File: src/rtl/conv_mac_accum.sv
// rtl/conv_mac_accum.sv - Paired-pixel convolution MAC with windowed accumulate, ReLU and saturation
module conv_mac_accum #(
  parameter int KERNEL_WIDTH      = 5,
  parameter int INFEA_ONEMEM      = 1,
  parameter int INPUT_NUM_MEM     = 1,
  parameter int OUT_FEATURE_WIDTH = 32,
  parameter int NUM_ONEMULT       = 1,
  parameter int DATA_WIDTH        = 16,
  parameter int WEIGHT_WIDTH      = 16,
  parameter int ACC_WIDTH         = 40,
  parameter int OUT_DATA_WIDTH    = 16,
  parameter int FRAC_SHIFT        = 8,
  parameter int OUT_ADDR_WIDTH    = 11
) (
  input  logic                      clk,
  input  logic                      reset,
  input  logic                      in_valid,
  input  logic [DATA_WIDTH-1:0]     douta,
  input  logic [DATA_WIDTH-1:0]     doutb,
  input  logic [WEIGHT_WIDTH-1:0]   weight_a,
  input  logic [WEIGHT_WIDTH-1:0]   weight_b,
  output logic                      out_valid,
  output logic [OUT_DATA_WIDTH-1:0] out_data,
  output logic [OUT_ADDR_WIDTH-1:0] out_addr,
  output logic                      done,
  output logic                      overrun
);

  localparam int PAIRS  = (KERNEL_WIDTH * KERNEL_WIDTH + 1) / 2;
  localparam int BEATS  = PAIRS * INFEA_ONEMEM * INPUT_NUM_MEM;
  localparam int TOTAL  = OUT_FEATURE_WIDTH * OUT_FEATURE_WIDTH * NUM_ONEMULT;
  localparam bit KK_ODD = ((KERNEL_WIDTH * KERNEL_WIDTH) % 2) == 1;
  localparam int PAIR_W = $clog2(PAIRS + 1);
  localparam int BEAT_W = $clog2(BEATS + 1);
  localparam int RES_W  = $clog2(TOTAL + 1);
  localparam int PROD_W = DATA_WIDTH + WEIGHT_WIDTH;
  localparam logic signed [ACC_WIDTH-1:0] OUT_MAX =
    {{(ACC_WIDTH - OUT_DATA_WIDTH + 1){1'b0}}, {(OUT_DATA_WIDTH - 1){1'b1}}};

  typedef enum logic [1:0] {IDLE, ACCUM, DONE} state_t;

  state_t                       state_q, state_d;
  logic                         accept;
  logic [PAIR_W-1:0]            pair_cnt;
  logic [BEAT_W-1:0]            beat_cnt;
  logic [RES_W-1:0]             res_cnt;
  logic                         mask_b;
  logic signed [PROD_W-1:0]     prod_a, prod_b;
  logic signed [ACC_WIDTH-1:0]  term_a, term_b, beat_sum;
  logic                         s1_valid, s1_first, s1_last;
  logic signed [ACC_WIDTH-1:0]  s1_sum, acc, final_sum, shifted;
  logic [OUT_DATA_WIDTH-1:0]    result;

  assign accept = in_valid && (state_q != DONE);

  // An odd K*K leaves the B half of each group's last pair empty.
  assign mask_b   = KK_ODD && (pair_cnt == PAIR_W'(PAIRS - 1));
  assign prod_a   = $signed(douta) * $signed(weight_a);
  assign prod_b   = $signed(doutb) * $signed(weight_b);
  assign term_a   = {{(ACC_WIDTH - PROD_W){prod_a[PROD_W-1]}}, prod_a};
  assign term_b   = mask_b ? '0 : {{(ACC_WIDTH - PROD_W){prod_b[PROD_W-1]}}, prod_b};
  assign beat_sum = term_a + term_b;

  always_ff @(posedge clk or negedge reset) begin
    if (!reset) begin
      pair_cnt <= '0;
      beat_cnt <= '0;
    end else if (accept) begin
      pair_cnt <= (pair_cnt == PAIR_W'(PAIRS - 1)) ? '0 : pair_cnt + 1'b1;
      beat_cnt <= (beat_cnt == BEAT_W'(BEATS - 1)) ? '0 : beat_cnt + 1'b1;
    end
  end

  always_ff @(posedge clk or negedge reset) begin
    if (!reset) begin
      s1_valid <= 1'b0;
      s1_first <= 1'b0;
      s1_last  <= 1'b0;
      s1_sum   <= '0;
    end else begin
      s1_valid <= accept;
      if (accept) begin
        s1_sum   <= beat_sum;
        s1_first <= (beat_cnt == '0);
        s1_last  <= (beat_cnt == BEAT_W'(BEATS - 1));
      end
    end
  end

  // The first beat of a window reloads, so back-to-back windows need no clear cycle.
  assign final_sum = s1_first ? s1_sum : acc + s1_sum;
  assign shifted   = final_sum >>> FRAC_SHIFT;

  always_comb begin
    result = shifted[OUT_DATA_WIDTH-1:0];
    if (shifted[ACC_WIDTH-1]) begin
      result = '0;
    end else if (shifted > OUT_MAX) begin
      result = OUT_MAX[OUT_DATA_WIDTH-1:0];
    end
  end

  always_ff @(posedge clk or negedge reset) begin
    if (!reset) begin
      acc       <= '0;
      out_valid <= 1'b0;
      out_data  <= '0;
      out_addr  <= '0;
      res_cnt   <= '0;
    end else begin
      if (s1_valid) begin
        acc <= final_sum;
      end
      out_valid <= s1_valid && s1_last;
      if (s1_valid && s1_last) begin
        out_data <= result;
      end
      if (out_valid) begin
        out_addr <= out_addr + 1'b1;
        res_cnt  <= res_cnt + 1'b1;
      end
    end
  end

  always_ff @(posedge clk or negedge reset) begin
    if (!reset) begin
      state_q <= IDLE;
      overrun <= 1'b0;
    end else begin
      state_q <= state_d;
      if (state_q == DONE && in_valid) begin
        overrun <= 1'b1;
      end
    end
  end

  always_comb begin
    state_d = state_q;
    done    = (state_q == DONE);
    case (state_q)
      IDLE:    if (in_valid) state_d = ACCUM;
      ACCUM:   if (out_valid && res_cnt == RES_W'(TOTAL - 1)) state_d = DONE;
      DONE:    state_d = DONE;
      default: state_d = IDLE;
    endcase
  end

endmodule

File: config.mk
export PLATFORM = sky130hd
export DESIGN_NAME = conv_mac_accum
export DESIGN_NICKNAME = d
export VERILOG_FILES = /design/src/rtl/conv_mac_accum.sv
export SDC_FILE = /design/constraint.sdc
export NUM_CORES = 2
export LEC_CHECK = 0
export CORE_UTILIZATION = 52
export CTS_CLUSTER_DIAMETER = 100
export DETAILED_ROUTE_END_ITERATION = 8
export HOLD_SLACK_MARGIN = 0.03
export PLACE_DENSITY = 0.7
export SLEW_MARGIN = 0
export SYNTH_ARGS = -nofsm -noshare
export SYNTH_HDL_FRONTEND = slang
export SYNTH_SLANG_ARGS = --single-unit
File: constraint.sdc
create_clock -name clk -period 9 [get_ports clk]
set_input_delay 1.8 -clock clk [delete_from_list [all_inputs] [get_ports clk]]
set_output_delay 1.8 -clock clk [all_outputs]
set_load 0.01 [all_outputs]
==> summary.md <==
| Metric | Value |
|---|---|
| Outcome | complete, but fails checks |
| Violated checks | negative setup slack |
| FP Rows | 86 |
| Least-Margin Pin Slew | 888 ps |
| Synth warnings | 0 |
| Iteration-0 DRC Markers | 1452 |
| Area leader, netlist | fa_1 |
| Worst setup SP type | input pin |
| RSZ-0062 raised after global routing | yes |
| Placed cells | roughly 4300 |
| Flops & latches, synth | 133 |
| CTS tree | built |
| Fraction of layout cells with a size suffix above 1 | 0.192 |
| Most used DFF post-synth | dfrtp_1 |
| Clk buf depth | 2 |
| Top-level I/O count | 97 |
| WHS Path Cells | 1 |
| Die width | 239 um |
| Vias in the first global route | ~26000 |
| Gate Count Post-Synth | between 3000 and 4000 |
| Root buf cell | clkbuf_16 |
| Chip height | 239 um |
| Seq/Total Area, Yosys | 0.114 |
| Placer Congestion | 0.969 |
| Final Non-Filler Cells | ~4400 |
| Critical path type | input pin to register |
| Area contributors post-synth | fa_1 39%, dfrtp_1 11%, ha_1 10%, inv_1 8.2%, and2_1 5.2% |
| CP Max Fanout | 6 |
| Headroom to the max-slew limit | 0.393 |
| Number of synthesized flops with an enable pin | 0 |
| Nets@finish | between 4000 and 5000 |
| Final Hold Violating Endpoints | 0 |
| Fraction of the cycle the final worst path needs | 1.28 |
| H-tree Lvls | 4 |
| Total Routing Usage GR | 0.289 |
| Clock Sinks | about 130 |
| Clock Latency Late Sink | 440 ps |
| # fillers | roughly 4500 |
| Max Slew Vio Count | 0 |
| WL final | 77.8 mm |
| Port Buf Inserts | 96 |
| Yosys top cell area share | 0.395 |
| CP max-delay cell | fa_1 |
| Area grow syn2layout | 22.1% |
| Final setup viols | 30 |
| CP max stage delay | about 530 ps |
| Via count | 23542 |
| Worst Hold Class | register to register |
| CP Capture Type | register |
| Antenna viol nets, final | 0 |
| Ys async rst share | 1.00 |
| Worst R2R Path Depth | 23 |
| Clock transition at path regs | around 70 ps |
| Starting Density | 0.528 |
| Synthesized Nets | 4087 |
| First-pass GRT wire length | roughly 130 mm |
| Setup ws final | -2500 ps |
| # DRC | 0 |
| Syn avg cell area | 9.09 um2 |
| Core area | around 55000 um2 |
| Dpl hpwl | 64.6 mm |
| Cell mode on critical path | fa_1 |
| GR Overflow Total | 0 |
| Die area | about 57000 um2 |
| Drt pass-1 iters | 8 |
| Critical Path AT | between 10000 and 15000 ps |
| Final setup skew | 14.5 ps |
| Number of distinct library cells after synthesis | 73 |
| Final min period | 11500 ps |
| Initial antenna violation count | 5 |
| Max Clk Rate | 0.0870 GHz |
| CTS Buf Count | 17 |
| Max-Cap Viols | 0 |
| Via-to-Cell Ratio | 5.41 |
| Largest net degree at the start of global routing | 80 |
| Crit path required time | roughly 9300 ps |
| Netlist Area Pre-Place | just under 30000 um2 |
| Routed length per instance | 17.9 um |
[cells by family (layout without fill, tap and decap cells)]
group,count (synthesis),after routing,share of synthesized area
other,0,2,0
xor gates and xnor gates,108,108,0.0324
buffers and inverters,755,1149,0.0976
adders and majority gates,811,811,0.496
and+or+nand+nor,974,974,0.165
DFF,133,133,0.114
AOI/OAI and AO/OA,411,411,0.0888
muxes,17,17,0.00609
[per-layer routing]
metal,global-route usage,up-vias,wire (um)
met2,0.509,717,38800
met1,0.367,11939,32000
li1,-,10725,-
met3,0.0298,159,4070
met4,0.108,2,2900
met5,0,-,13
[layout make-up]
class,instances,area [um2],share of cell area
well taps,748,936,0.0263
multi-input cells,2321,24300,0.683
clock inverters,10,168,0.00471
repair buffers,478,3980,0.112
diodes,2,5.00,0.000141
clock buffers,22,484,0.0136
inverters,639,2400,0.0674
flip-flops and latches,133,3330,0.0935
[path summary, 6_finish.rpt]
kind | start | to | slack, ps
setup reg to reg | pair_cnt[0] | s1_sum[35] | 2480
min in group asynchronous | reset | res_cnt[2] | 1420
setup / recovery | weight_b[3] | s1_sum[35] | -2500
max in group asynchronous | reset | s1_sum[21] | 6360
hold / removal | overrun | overrun | 460
hold reg to reg | overrun | overrun | 460
[worst max-delay path: cells and delay by family]
kind / cells / cell delay (ps)
buf+inv: 11 / 910
compound gates: 11 / 2690
fa+ha+maj: 13 / 5380
simple gates: 5 / 900
xor+xnor: 1 / 180
[synthesized netlist by cell type (6+ instances only)]
master,count
or3_1,15
o21ai_0,97
nand3_1,41
o211ai_1,11
xor2_1,44
ha_1,236
mux2_2,6
fa_1,575
or2_2,6
a211oi_1,8
inv_1,639
nor3_1,37
and2_1,242
nor2_1,127
nor2b_1,12
nand2_1,398
dfrtp_1,133
nor4bb_1,14
clkbuf_1,104
and3_1,13
o31ai_1,9
xnor2_1,64
nand4_1,22
o21bai_1,9
mux2i_1,11
o21a_1,14
a31oi_1,31
o21ai_1,6
a21o_1,36
buf_1,8
nand2b_1,32
a21oi_1,135
[cell usage in the layout, fill, tap and decap left out, types with 31 or more instances in the layout]
| cell | count |
|---|---|
| a21o_1 | 36 |
| a21oi_1 | 106 |
| and2_1 | 216 |
| buf_4 | 334 |
| buf_6 | 52 |
| clkdlybuf4s50_1 | 64 |
| dfrtp_1 | 132 |
| fa_1 | 563 |
| ha_1 | 207 |
| inv_1 | 612 |
| nand2_1 | 391 |
| nand3_1 | 36 |
| nor2_1 | 116 |
| nor3_1 | 31 |
| o21ai_0 | 64 |
| xnor2_1 | 55 |
| xor2_1 | 34 |
[per-stage QoR]
| stage | setup TNS (ps) | utilization | setup slack (ps) | hold slack, ps | instance area, um2 |
|---|---|---|---|---|---|
| global route | -67260 | 0.645 | -2840 | 488 | 35600 |
| finish | -57320 | 0.645 | -2500 | 457 | 35600 |
| global placement | -83290 | 0.607 | -3380 | 445 | 33500 |
| floorplan | -37810 | - | -2200 | 438 | 29700 |
| CTS | -53430 | 0.634 | -2470 | 461 | 35000 |
| detailed placement | -87500 | 0.607 | -3590 | 448 | 33500 |
[flip-flops by register name, summed over array words and instances (netlist names), 2 cells and up]
name      count
beat_cnt      4
out_addr     11
res_cnt      11
state_q       2
acc          40
pair_cnt      4
out_data     16
s1_sum       40
[repair_timing]
item / 4_1_cts / 5_1_grt
hold endpoints to repair: 0 / 0
pin swaps: 129 / 105
cloned: 3 / 0
resized for setup: 254 / 124
setup buffers: 41 / 24
endpoints found under the setup margin: 32 / 32
hold buffers: 0 / 0
Power is not shown: default switching activity piles up to over one toggle a cycle in this logic, so the estimate is an artifact.
